==> config.mk <==
export PLATFORM = sky130hd
export DESIGN_NAME = seg_display_driver
export DESIGN_NICKNAME = d
export VERILOG_FILES = /design/src/rtl/seg_display_driver.sv
export SDC_FILE = /design/constraint.sdc
export NUM_CORES = 1
export LEC_CHECK = 0
export CORE_UTILIZATION = 45
export CTS_CLUSTER_DIAMETER = 200
export DETAILED_ROUTE_END_ITERATION = 16
export SLEW_MARGIN = 5
export SYNTH_ARGS = -nofsm -noshare
export SYNTH_HDL_FRONTEND = slang
export SYNTH_SLANG_ARGS = --single-unit
==> constraint.sdc <==
create_clock -name clk -period 2.65 [get_ports clk]
set_input_delay 0.265 -clock clk [delete_from_list [all_inputs] [get_ports clk]]
set_output_delay 0.265 -clock clk [all_outputs]
set_load 0.02 [all_outputs]
==> src/rtl/seg_display_driver.sv <==
// Four-digit multiplexed seven-segment driver for a 12-bit unsigned value.
// Binary-to-BCD uses sequential double dabble; digits are scanned on a refresh timer.
module seg_display_driver #(
    parameter int unsigned REFRESH_DIV = 100000,
    parameter bit          BLANK_LZ    = 1'b1
) (
    input  logic        clk,
    input  logic        reset_n,
    input  logic [11:0] value,
    input  logic        load,
    output logic        busy,
    output logic [3:0]  an,
    output logic [6:0]  seg,
    output logic        dp
);

    localparam int unsigned     CW       = $clog2(REFRESH_DIV);
    localparam logic [CW-1:0]   REF_LAST = CW'(REFRESH_DIV - 1);
    localparam logic [3:0]      LAST_IT  = 4'd11;

    typedef enum logic {
        S_IDLE,
        S_CONV
    } state_t;

    state_t        r_state;
    state_t        w_state_next;
    logic [27:0]   r_shift;
    logic [3:0]    r_cnt;
    logic [15:0]   r_disp;
    logic [CW-1:0] r_refresh;
    logic [1:0]    r_idx;

    logic [27:0]   w_adj;
    logic [27:0]   w_shifted;
    logic          w_last;
    logic [3:0]    w_digit;
    logic [3:0]    w_lz;
    logic          w_blank;

    assign w_last = (r_state == S_CONV) && (r_cnt == LAST_IT);

    always_ff @(posedge clk) begin
        if (!reset_n) begin
            r_state <= S_IDLE;
        end else begin
            r_state <= w_state_next;
        end
    end

    always_comb begin
        w_state_next = r_state;
        case (r_state)
            S_IDLE:  if (load) w_state_next = S_CONV;
            S_CONV:  if (r_cnt == LAST_IT) w_state_next = S_IDLE;
            default: w_state_next = S_IDLE;
        endcase
    end

    // Add-3 correction on the four BCD nibbles sitting above the binary field.
    always_comb begin
        w_adj = r_shift;
        for (int unsigned i = 0; i < 4; i++) begin
            if (r_shift[12 + 4*i +: 4] >= 4'd5) begin
                w_adj[12 + 4*i +: 4] = r_shift[12 + 4*i +: 4] + 4'd3;
            end
        end
        w_shifted = w_adj << 1;
    end

    always_ff @(posedge clk) begin
        if (!reset_n) begin
            r_shift <= '0;
            r_cnt   <= '0;
            r_disp  <= '0;
        end else begin
            case (r_state)
                S_IDLE: begin
                    if (load) begin
                        r_shift <= {16'b0, value};
                        r_cnt   <= '0;
                    end
                end
                S_CONV: begin
                    r_shift <= w_shifted;
                    r_cnt   <= r_cnt + 4'd1;
                    if (w_last) begin
                        r_disp <= w_shifted[27:12];
                    end
                end
                default: ;
            endcase
        end
    end

    always_ff @(posedge clk) begin
        if (!reset_n) begin
            r_refresh <= '0;
            r_idx     <= '0;
        end else if (r_refresh == REF_LAST) begin
            r_refresh <= '0;
            r_idx     <= r_idx + 2'd1;
        end else begin
            r_refresh <= r_refresh + 1'b1;
        end
    end

    assign busy = (r_state == S_CONV);

    always_comb begin
        w_digit = 4'd0;
        case (r_idx)
            2'd0: w_digit = r_disp[3:0];
            2'd1: w_digit = r_disp[7:4];
            2'd2: w_digit = r_disp[11:8];
            2'd3: w_digit = r_disp[15:12];
            default: w_digit = 4'd0;
        endcase
    end

    // A digit is a leading zero only if it and every higher digit are zero.
    always_comb begin
        w_lz    = '0;
        w_lz[3] = (r_disp[15:12] == 4'd0);
        w_lz[2] = w_lz[3] && (r_disp[11:8] == 4'd0);
        w_lz[1] = w_lz[2] && (r_disp[7:4] == 4'd0);
        w_lz[0] = 1'b0;
        w_blank = BLANK_LZ && w_lz[r_idx];
    end

    always_comb begin
        seg = 7'b1111111;
        if (!w_blank) begin
            case (w_digit)
                4'd0: seg = 7'b1000000;
                4'd1: seg = 7'b1111001;
                4'd2: seg = 7'b0100100;
                4'd3: seg = 7'b0110000;
                4'd4: seg = 7'b0011001;
                4'd5: seg = 7'b0010010;
                4'd6: seg = 7'b0000010;
                4'd7: seg = 7'b1111000;
                4'd8: seg = 7'b0000000;
                4'd9: seg = 7'b0010000;
                default: seg = 7'b1111111;
            endcase
        end
    end

    assign an = ~(4'b0001 << r_idx);
    assign dp = 1'b1;

endmodule

==> results of run 1 <==
[worst paths after layout]
| kind | to | slack [ns] | depth (start not counted) |
|---|---|---|---|
| max | seg[0] | 0.16 | 9 |
| min | r_disp[0] | 0.46 | 2 |
| max reg2reg | r_disp[11] | 0.95 | 6 |
| min reg2reg | r_disp[0] | 0.46 | 2 |
[kinds of logic (layout without fill, tap and decap cells)]
kind of cell    count (synthesis)  count (layout)
simple gates                  173             173
fa+ha+maj                      18              18
compound gates                 78              78
mux                            23              23
other cells                     1               1
buf+inv                        47              80
flops                          68              68
xor+xnor                       21              21
[flip-flops by register name (all words and copies together) (netlist names)]
signal	count
r_idx	2
r_refresh	17
busy	1
r_cnt	4
r_shift	28
r_disp	16
[report_power, final]
| group | internal, µW | leakage, µW | switching, µW | total (µW) |
|---|---|---|---|---|
| combinational | 60.2 | 0.00107 | 64.2 | 124 |
| clock | 564 | 0.000117 | 413 | 977 |
| sequential | 1040 | 0.000552 | 12.7 | 1050 |
[layout make-up]
class / count / area (µm²) / share of cell area
clock buffer: 10 / 138 / 0.0321
clock inverter: 6 / 95.1 / 0.0222
inverter: 22 / 82.6 / 0.0193
multi-input combinational: 314 / 2120 / 0.495
sequential: 68 / 1370 / 0.319
tap: 102 / 128 / 0.0298
timing repair buffer: 42 / 357 / 0.0832
[critical path, stage by stage (launching register included)]
cell,delay (ns)
sky130_fd_sc_hd__dfxtp_4,0.37
sky130_fd_sc_hd__inv_2,0.09
sky130_fd_sc_hd__ha_2,0.26
sky130_fd_sc_hd__mux2i_2,0.29
sky130_fd_sc_hd__buf_4,0.19
sky130_fd_sc_hd__inv_1,0.05
sky130_fd_sc_hd__ha_1,0.16
sky130_fd_sc_hd__o21ai_0,0.18
sky130_fd_sc_hd__nand4_1,0.12
sky130_fd_sc_hd__buf_4,0.18
[layer usage]
metal	routed length, µm	track usage	vias up	part of all wire
met3	170	0.0473	7	0.024
met5	0	0	-	0
li1	-	-	1517	-
met1	3480	0.228	1333	0.49
met4	69	0.0516	0	0.0097
met2	3410	0.322	27	0.48
[layout by cell type, fill, tap and decap left out, types with 2 or more instances in the layout]
cell type / count
sky130_fd_sc_hd__dfxtp_2: 2
sky130_fd_sc_hd__dfxtp_1: 65
sky130_fd_sc_hd__mux2i_1: 18
sky130_fd_sc_hd__o21a_1: 3
sky130_fd_sc_hd__nor2b_1: 17
sky130_fd_sc_hd__and4_1: 2
sky130_fd_sc_hd__and2_1: 16
sky130_fd_sc_hd__nand2b_1: 4
sky130_fd_sc_hd__nand4_1: 4
sky130_fd_sc_hd__buf_2: 4
sky130_fd_sc_hd__nor3b_1: 14
sky130_fd_sc_hd__and3_1: 6
sky130_fd_sc_hd__nor4_1: 2
sky130_fd_sc_hd__inv_1: 20
sky130_fd_sc_hd__nor2_1: 24
sky130_fd_sc_hd__nor3_2: 2
sky130_fd_sc_hd__clkinv_4: 3
sky130_fd_sc_hd__o21ai_1: 3
sky130_fd_sc_hd__a21oi_1: 23
sky130_fd_sc_hd__a21o_1: 2
sky130_fd_sc_hd__xor2_1: 12
sky130_fd_sc_hd__ha_4: 3
sky130_fd_sc_hd__a21boi_0: 11
sky130_fd_sc_hd__clkdlybuf4s50_1: 19
sky130_fd_sc_hd__mux2i_2: 3
sky130_fd_sc_hd__nor3_1: 9
sky130_fd_sc_hd__o21ai_0: 21
sky130_fd_sc_hd__xnor2_1: 9
sky130_fd_sc_hd__buf_4: 18
sky130_fd_sc_hd__nand3b_1: 2
sky130_fd_sc_hd__clkbuf_8: 10
sky130_fd_sc_hd__ha_1: 13
sky130_fd_sc_hd__nand2_1: 50
sky130_fd_sc_hd__inv_2: 2
sky130_fd_sc_hd__a222oi_1: 4
sky130_fd_sc_hd__bufinv_16: 2
sky130_fd_sc_hd__ha_2: 2
sky130_fd_sc_hd__o211a_1: 6
sky130_fd_sc_hd__nand3_1: 15
[through the flow]
| stage | worst slack [ns] | area [µm²] | utilization | setup TNS [ns] |
|---|---|---|---|---|
| detailed placement | -0.0437 | 3990 | 0.514 | -0.0506 |
| global placement | 0.0105 | 3990 | 0.514 | 0 |
| global route | -0.0162 | 4290 | 0.552 | -0.0195 |
| finish | 0.162 | 4290 | 0.552 | 0 |
| floorplan | 0.216 | 3620 | - | 0 |
| CTS | 0.0169 | 4240 | 0.546 | 0 |
[what timing repair did]
item                       4_1_cts  5_1_grt
buffers inserted                 3        0
gates resized for setup         30       24
cloned                           0        0
setup endpoints to repair        7        7
pin swaps                        4        8
==> impl_metrics.csv, run 1 <==
group,metric,value,unit
finish,signed_area_change_from_the_synthesized_netlist_to_the_final_layout,18.5,%
synth,synth_warnings,0,
critical_path,cp.arrival,2.22,ns
sta,final.min_clock_period,2.49,ns
clock_tree,clockRootBuffer,"sky130_fd_sc_hd__clkbuf_8",
floorplan,chipWidth,91.7,µm
finish,post_route_cells_drive_above_1_share,0.128,
floorplan,floorplan.core_area,7770,µm²
sta,final.setup_skew,0.00939,ns
finish,antenna-diode-count,0,
sta,maximum_frequency_from_static_timing_analysis,402,MHz
critical_path,r2r-start,"r_cnt[0]",
power_and_ir_drop,totalPowerFinal,2150,µW
synth,syn_nets,462,
clock_tree,clock_tree.buffer_depth,2,
synth,async_flop_share,0,
synth,synth_enable_flop_cells,0,
sta,number_of_setup_violations_in_the_final_report,0,
finish,fin_cells,564,
synth,main_combinational_cell_family_by_area_after_synthesis,"simple AND/OR/NAND/NOR gates",
sta,timing_hold_violations_final,0,
sta,worst_pin_slew,0.572,ns
drt,via_per_inst,5.11,
synth,synthesis.area_per_instance,8.44,µm²
grt,grt_overflow_total,0,
grt,grt_start_max_net_pins,65,
synth,yosys-mux-area-fraction,0.0653,
sta,finalMaxSlewViolations,0,
floorplan,pin_count,28,
floorplan,fp.dieArea,8410,µm²
floorplan,dieHeight,91.7,µm
outcome,status,"finished, final reports clean",
finish,design.final.nets,490,
synth,mappedNetlistArea,3620,µm²
min_path,hp-class,"flip-flop to flip-flop",
floorplan,floorplan.initialDensity,0.466,
synth,yosysSeqAreaShare,0.376,
synth,synth_top_flop_cell,"sky130_fd_sc_hd__dfxtp_1",
synth,yosys.area.top_type_share,0.376,
placement,dp.final_hpwl,4930,µm
critical_path,crit_path_start_kind,"flip-flop",
sta,fin_hold_ws,0.457,ns
drt,wl,7120,µm
sta,layout_worst_path_cycle_share,0.939,
clock_tree,post_cts_hold_buffer_count,0,
placement,buffer_ports.inserted,26,
finish,final.fill_count,756,
critical_path,timing.critical_path.fanout_max,6,
placement,final_gp_congestion,0.793,
critical_path,timing_worst_setup_path_type,"flip-flop to primary output",
run,max_cap_viol_count,0,
critical_path,worstSetupStartpoint,"r_idx[0]",
drt,drt.antenna.violating_nets,0,
critical_path,end_kind,"primary output",
drt,detail_route.drc_violations,0,
grt,grt_pass1_wl,12500,µm
synth,post_synth_num_cell_types,47,
clock_tree,worstSkewPairLatency,0.34,ns
placement,post-place-cells,545,
synth,synth-adder-area-share,0.0622,
synth,commonest_cells_in_the_netlist,"sky130_fd_sc_hd__dfxtp_1, sky130_fd_sc_hd__nand2_1, sky130_fd_sc_hd__a21oi_1, sky130_fd_sc_hd__nor2_1, sky130_fd_sc_hd__o21ai_0",
min_path,min-delay-start,"r_disp[0]",
synth,post_synth_main_area_contributors,"sky130_fd_sc_hd__dfxtp_1, sky130_fd_sc_hd__ha_1, sky130_fd_sc_hd__mux2i_1, sky130_fd_sc_hd__nand2_1, sky130_fd_sc_hd__a21oi_1",
synth,syn_inst,429,
synth,synth_largest_area_cell,"sky130_fd_sc_hd__dfxtp_1",
clock_tree,cts.reportedPaths.clkPinSlew,0.08,ns
synth,yosys.area_share.xor_xnor,0.0508,
clock_tree,htreeDepth,3,
sta,unrepaired_setup_endpoints_after_global_routing,"yes",
power_and_ir_drop,p_per_area,502,nW/µm²
clock_tree,cts_tree,"done",
drt,route.vias.total,2884,
power_and_ir_drop,peakVddDrop,0.322,mV
synth,post_synth_and_or_nand_nor_area_fraction,0.253,
grt,antenna_found_initial,0,
synth,yosys.cell_count.top_type,"sky130_fd_sc_hd__dfxtp_1",
drt,dr.first_iter.drc_count,103,
sta,worst_slew_margin_rel,0.619,
synth,synth_compound_area_frac,0.137,
floorplan,num_rows,32,
drt,route.detailed.wl_per_inst,12.6,µm
grt,vias_in_the_first_global_route,2759,
critical_path,timing.critical_path.required,2.38,ns
grt,globalRouteTotalUtil,0.186,
drt,firstDrtPassIters,5,
clock_tree,cts_sinks,68,
power_and_ir_drop,power_leakage,0.00174,µW
clock_tree,cts-buffers-inserted,9,
synth,synth-seq-cells,68,
Note: power is estimated with default switching activity, not from simulation.
==> run 2: changes to the inputs <==
Settings changed: CORE_ASPECT_RATIO from default to 1.4, SKIP_CTS_REPAIR_TIMING from default to 1.
==> run 2 against run 1 <==
Sequential share of layout area is 0.31 points higher. Worst hold slack better by 0.020 ns. Critical path type unchanged. Maximum frequency down 1.7%. Global-route usage down 0.35 points. Setup slack worse by 0.042 ns. Die area barely moved. Critical path depth down 1.
==> impl_metrics.csv, run 2 (synthesis results as in run 1) <==
group,metric,value,unit
sta,maximum_frequency_from_static_timing_analysis,395,MHz
sta,unrepaired_setup_endpoints_after_global_routing,"no",
grt,grt_start_max_net_pins,51,
sta,finalMaxSlewViolations,0,
sta,timing_hold_violations_final,0,
floorplan,fp.dieArea,8410,µm²
clock_tree,htreeDepth,3,
grt,globalRouteTotalUtil,0.182,
critical_path,timing.critical_path.fanout_max,5,
critical_path,timing_worst_setup_path_type,"flip-flop to primary output",
drt,wl,7060,µm
finish,signed_area_change_from_the_synthesized_netlist_to_the_final_layout,17.1,%
critical_path,timing.critical_path.required,2.38,ns
critical_path,end_kind,"primary output",
floorplan,pin_count,28,
drt,via_per_inst,5.17,
finish,design.final.nets,490,
clock_tree,clockRootBuffer,"sky130_fd_sc_hd__clkbuf_8",
floorplan,dieHeight,108,µm
drt,drt.antenna.violating_nets,0,
finish,max_ffs_per_register,28,
power_and_ir_drop,peakVddDrop,0.340,mV
clock_tree,cts_sinks,68,
drt,firstDrtPassIters,4,
floorplan,floorplan.core_area,7750,µm²
sta,final.setup_skew,0.0125,ns
finish,regMostFlops,"r_shift",
sta,worst_slew_margin_rel,0.631,
finish,antenna-diode-count,0,
floorplan,chipWidth,77.8,µm
grt,grt_overflow_total,0,
finish,post_route_cells_drive_above_1_share,0.113,
min_path,hp-class,"flip-flop to flip-flop",
clock_tree,clock_tree.buffer_depth,2,
outcome,status,"finished, final reports clean",
placement,final_gp_congestion,0.780,
sta,layout_worst_path_cycle_share,0.955,
sta,worst_pin_slew,0.551,ns
power_and_ir_drop,p_per_area,495,nW/µm²
finish,final_cell_area,4240,µm²
placement,postPlaceCellArea,4010,µm²
critical_path,crit_path_start_kind,"flip-flop",
critical_path,cp.arrival,2.27,ns
sta,fin_hold_ws,0.477,ns
finish,reg.largest.list,"r_shift: 28 flops, r_refresh: 17 flops, r_disp: 16 flops",
sta,number_of_setup_violations_in_the_final_report,0,
clock_tree,cts-buffers-inserted,9,
clock_tree,cts_tree,"done",
clock_tree,cts.reportedPaths.clkPinSlew,0.07,ns
power_and_ir_drop,power_leakage,0.00175,µW
drt,detail_route.drc_violations,0,
drt,dr.first_iter.drc_count,126,
grt,grt_pass1_wl,12100,µm
placement,buffer_ports.inserted,26,
drt,route.detailed.wl_per_inst,12.6,µm
placement,dp.final_hpwl,4950,µm
grt,antenna_found_initial,0,
finish,postLayoutCoreUtil,0.547,
finish,mostFrequentLayoutCell,"sky130_fd_sc_hd__dfxtp_1",
floorplan,num_rows,38,
grt,vias_in_the_first_global_route,2725,
floorplan,floorplan.initialDensity,0.467,
drt,route.vias.total,2904,
finish,most_frequent_cells_in_the_layout,"sky130_fd_sc_hd__dfxtp_1, sky130_fd_sc_hd__nand2_1, sky130_fd_sc_hd__nor2_1, sky130_fd_sc_hd__a21oi_1",
sta,final.min_clock_period,2.53,ns
clock_tree,worstSkewPairLatency,0.34,ns
run,max_cap_viol_count,0,
[run 2: cell count changes in the layout (fill, tap and decap cells not counted), moves of 2 or more]
cell	delta
sky130_fd_sc_hd__ha_1	+3
sky130_fd_sc_hd__ha_4	-3
sky130_fd_sc_hd__inv_1	+2
sky130_fd_sc_hd__clkinv_4	-3
sky130_fd_sc_hd__clkbuf_8	+3
sky130_fd_sc_hd__inv_2	-2
sky130_fd_sc_hd__clkbuf_2	+5
sky130_fd_sc_hd__buf_4	-3
sky130_fd_sc_hd__buf_2	-3
[run 2: report_power, final]
group | total [µW] | internal [µW] | leakage [µW] | switching (µW)
Combinational | 119 | 59.2 | 0.00108 | 59.5
Clock | 923 | 536 | 0.000112 | 387
Sequential | 1060 | 1040 | 0.000552 | 15.8
Total | 2100 | 1640 | 0.00175 | 462
[run 2: per-layer routing]
| metal | global-route usage | part of all wire |
|---|---|---|
| met1 | 0.201 | 0.45 |
| met4 | 0.0849 | 0.017 |
| met5 | 0 | 0 |
| met3 | 0.0380 | 0.020 |
| met2 | 0.332 | 0.51 |
[run 2: critical path: stages, from the launching register on]
cell	delay, ns
sky130_fd_sc_hd__dfxtp_2	0.33
sky130_fd_sc_hd__buf_4	0.14
sky130_fd_sc_hd__ha_2	0.19
sky130_fd_sc_hd__a222oi_1	0.33
sky130_fd_sc_hd__mux2i_2	0.17
sky130_fd_sc_hd__ha_1	0.31
sky130_fd_sc_hd__nor2b_1	0.13
sky130_fd_sc_hd__o21ai_0	0.14
sky130_fd_sc_hd__clkbuf_2	0.19
[run 2: worst paths after layout]
kind / endpoint / slack, ns / cells past startpoint / startpoint
worst max-delay path: seg[1] / 0.12 / 8 / r_idx[1]
worst min-delay path: r_disp[2] / 0.48 / 2 / r_disp[2]
worst max register to register: r_disp[7] / 1.00 / 6 / r_cnt[0]
worst min register to register: r_disp[2] / 0.48 / 2 / r_disp[2]
[run 2: layout make-up]
cell class | instances | area, µm²
clock inverters | 3 | 42.5
fillers | 753 | 3510
multi-input cells | 314 | 2080
well taps | 100 | 125
repair buffers | 42 | 365
clock buffers | 13 | 179
inverters | 22 | 82.6
flip-flops and latches | 68 | 1370
[run 2: metrics by stage]
| stage | power [µW] | setup slack [ns] | std cells | setup TNS, ns |
|---|---|---|---|---|
| final | 2100 | 0.120 | 562 | 0 |
| after global routing | 2180 | 0.00474 | 562 | 0 |
| after CTS | 2120 | -0.434 | 561 | -2.80 |
| after detailed placement | 1200 | -0.0488 | 545 | -0.107 |
| after global placement | 1200 | 0.0112 | 545 | 0 |
| after floorplan | 1160 | 0.216 | 429 | 0 |
==> run 3: changes to the inputs <==
Settings changed: CORE_UTILIZATION 45 to 40.
==> run 3 against run 2 <==
Clock skew shrank 0.0066 ns. Die area grew 12%. Sequential share of layout area shrank 0.62 points. Maximum frequency is essentially flat. Critical endpoint is now seg[0]. Largest power group is now clock. Highest routed layer unchanged.
==> impl_metrics.csv, run 3 (synthesis results as in run 1) <==
group,metric,value,unit
run,max_cap_viol_count,0,
floorplan,pin_count,28,
grt,globalRouteTotalUtil,0.173,
clock_tree,clockRootBuffer,"sky130_fd_sc_hd__clkbuf_16",
critical_path,timing.critical_path.required,2.38,ns
finish,max_ffs_per_register,28,
drt,dr.first_iter.drc_count,155,
grt,grt_pass1_wl,12400,µm
finish,design.final.nets,489,
sta,timing_hold_violations_final,0,
clock_tree,htreeDepth,3,
sta,layout_worst_path_cycle_share,0.954,
drt,firstDrtPassIters,5,
power_and_ir_drop,power_leakage,0.00181,µW
placement,post-place-cells,547,
outcome,status,"finished, final reports clean",
floorplan,dieHeight,115,µm
clock_tree,cts_sinks,68,
floorplan,num_rows,40,
finish,reg.largest.list,"r_shift: 28 flops, r_refresh: 17 flops, r_disp: 16 flops",
sta,number_of_setup_violations_in_the_final_report,0,
critical_path,timing.critical_path.fanout_max,9,
clock_tree,worstSkewPairLatency,0.33,ns
sta,final.min_clock_period,2.53,ns
min_path,hp-class,"flip-flop to flip-flop",
drt,detail_route.drc_violations,0,
placement,postPlaceCellArea,3990,µm²
sta,finalMaxSlewViolations,0,
drt,route.detailed.wl_per_inst,13.0,µm
drt,drt.antenna.violating_nets,0,
grt,antenna_found_initial,0,
placement,buffer_ports.inserted,26,
power_and_ir_drop,peakVddDrop,0.368,mV
sta,worst_slew_margin_rel,0.640,
clock_tree,cts_tree,"done",
floorplan,floorplan.initialDensity,0.418,
clock_tree,clock_tree.buffer_depth,2,
sta,maximum_frequency_from_static_timing_analysis,395,MHz
floorplan,chipWidth,82.4,µm
clock_tree,cts-buffers-inserted,9,
finish,regMostFlops,"r_shift",
finish,multiInputGateArea,2090,µm²
grt,vias_in_the_first_global_route,2789,
critical_path,crit_path_start_kind,"flip-flop",
finish,signed_area_change_from_the_synthesized_netlist_to_the_final_layout,19.4,%
placement,dp.final_hpwl,5050,µm
sta,worst_pin_slew,0.538,ns
finish,mostFrequentLayoutCell,"sky130_fd_sc_hd__dfxtp_1",
critical_path,cp.arrival,2.26,ns
finish,most_frequent_cells_in_the_layout,"sky130_fd_sc_hd__dfxtp_1, sky130_fd_sc_hd__nand2_1, sky130_fd_sc_hd__nor2_1, sky130_fd_sc_hd__a21oi_1, sky130_fd_sc_hd__inv_1",
sta,fin_hold_ws,0.476,ns
finish,post_route_cells_drive_above_1_share,0.107,
drt,wl,7360,µm
grt,grt_start_max_net_pins,54,
power_and_ir_drop,p_per_area,536,nW/µm²
critical_path,end_kind,"primary output",
finish,antenna-diode-count,0,
finish,final.fill_count,830,
floorplan,floorplan.core_area,8660,µm²
drt,route.vias.total,2913,
sta,final.setup_skew,0.00592,ns
grt,grt_overflow_total,0,
finish,final_cell_area,4320,µm²
critical_path,timing_worst_setup_path_type,"flip-flop to primary output",
clock_tree,cts.reportedPaths.clkPinSlew,0.05,ns
placement,final_gp_congestion,0.790,
finish,final-seq-area,1370,µm²
finish,fin_cells,565,
drt,via_per_inst,5.16,
floorplan,fp.dieArea,9440,µm²
## run 3: cell count changes in the layout (fill, tap and decap cells not counted), moves of 2 or more
cell	change
sky130_fd_sc_hd__clkbuf_16	+9
sky130_fd_sc_hd__clkbuf_2	-3
sky130_fd_sc_hd__clkbuf_8	-9
sky130_fd_sc_hd__dlymetal6s2s_1	+2
sky130_fd_sc_hd__ha_1	-2
sky130_fd_sc_hd__ha_2	+2
## run 3: final timing paths
path,start,end,slack [ns],cells after the start
worst max-delay path,r_idx[1],seg[0],0.12,8
worst min-delay path,r_disp[2],r_disp[2],0.48,2
worst max register to register,r_shift[20],r_disp[10],0.88,7
worst min register to register,r_disp[2],r_disp[2],0.48,2
## run 3: routing by layer
layer	GRT usage	vias up	routed length, µm
met5	0	-	0
met4	0.0877	0	148
met3	0.0382	12	172
met2	0.310	30	3910
met1	0.183	1355	3130
li1	-	1516	-
## run 3: final cells by class
cell class | count | share of cell area
Inverter | 22 | 0.0191
Timing Repair Buffer | 41 | 0.0834
Sequential cell | 68 | 0.316
Clock inverter | 1 | 0.00116
Tap cell | 105 | 0.0304
Clock buffer | 14 | 0.0657
Multi-Input combinational cell | 314 | 0.484
## run 3: report_power, final
| group | internal, µW | switching, µW |
|---|---|---|
| sequential | 1040 | 18.9 |
| combinational | 59.5 | 58.2 |
| clock | 728 | 410 |
| total | 1830 | 487 |
## run 3: critical path: stages, from the launching register on
cell,delay (ns)
sky130_fd_sc_hd__dfxtp_2,0.32
sky130_fd_sc_hd__buf_4,0.14
sky130_fd_sc_hd__ha_2,0.19
sky130_fd_sc_hd__a222oi_1,0.44
sky130_fd_sc_hd__mux2i_4,0.19
sky130_fd_sc_hd__buf_4,0.18
sky130_fd_sc_hd__o21ai_0,0.15
sky130_fd_sc_hd__nand4_1,0.10
sky130_fd_sc_hd__dlymetal6s2s_1,0.22
## run 3: through the flow
stage	TNS (ns)	utilization	power [µW]	setup WS, ns
after global routing	-0.0450	0.499	2410	-0.0230
after CTS	-2.48	0.494	2340	-0.423
after detailed placement	-0.0969	0.460	1200	-0.0585
after floorplan	0	-	1160	0.216
final	0	0.499	2320	0.121
after global placement	-0.0110	0.460	1200	-0.00723
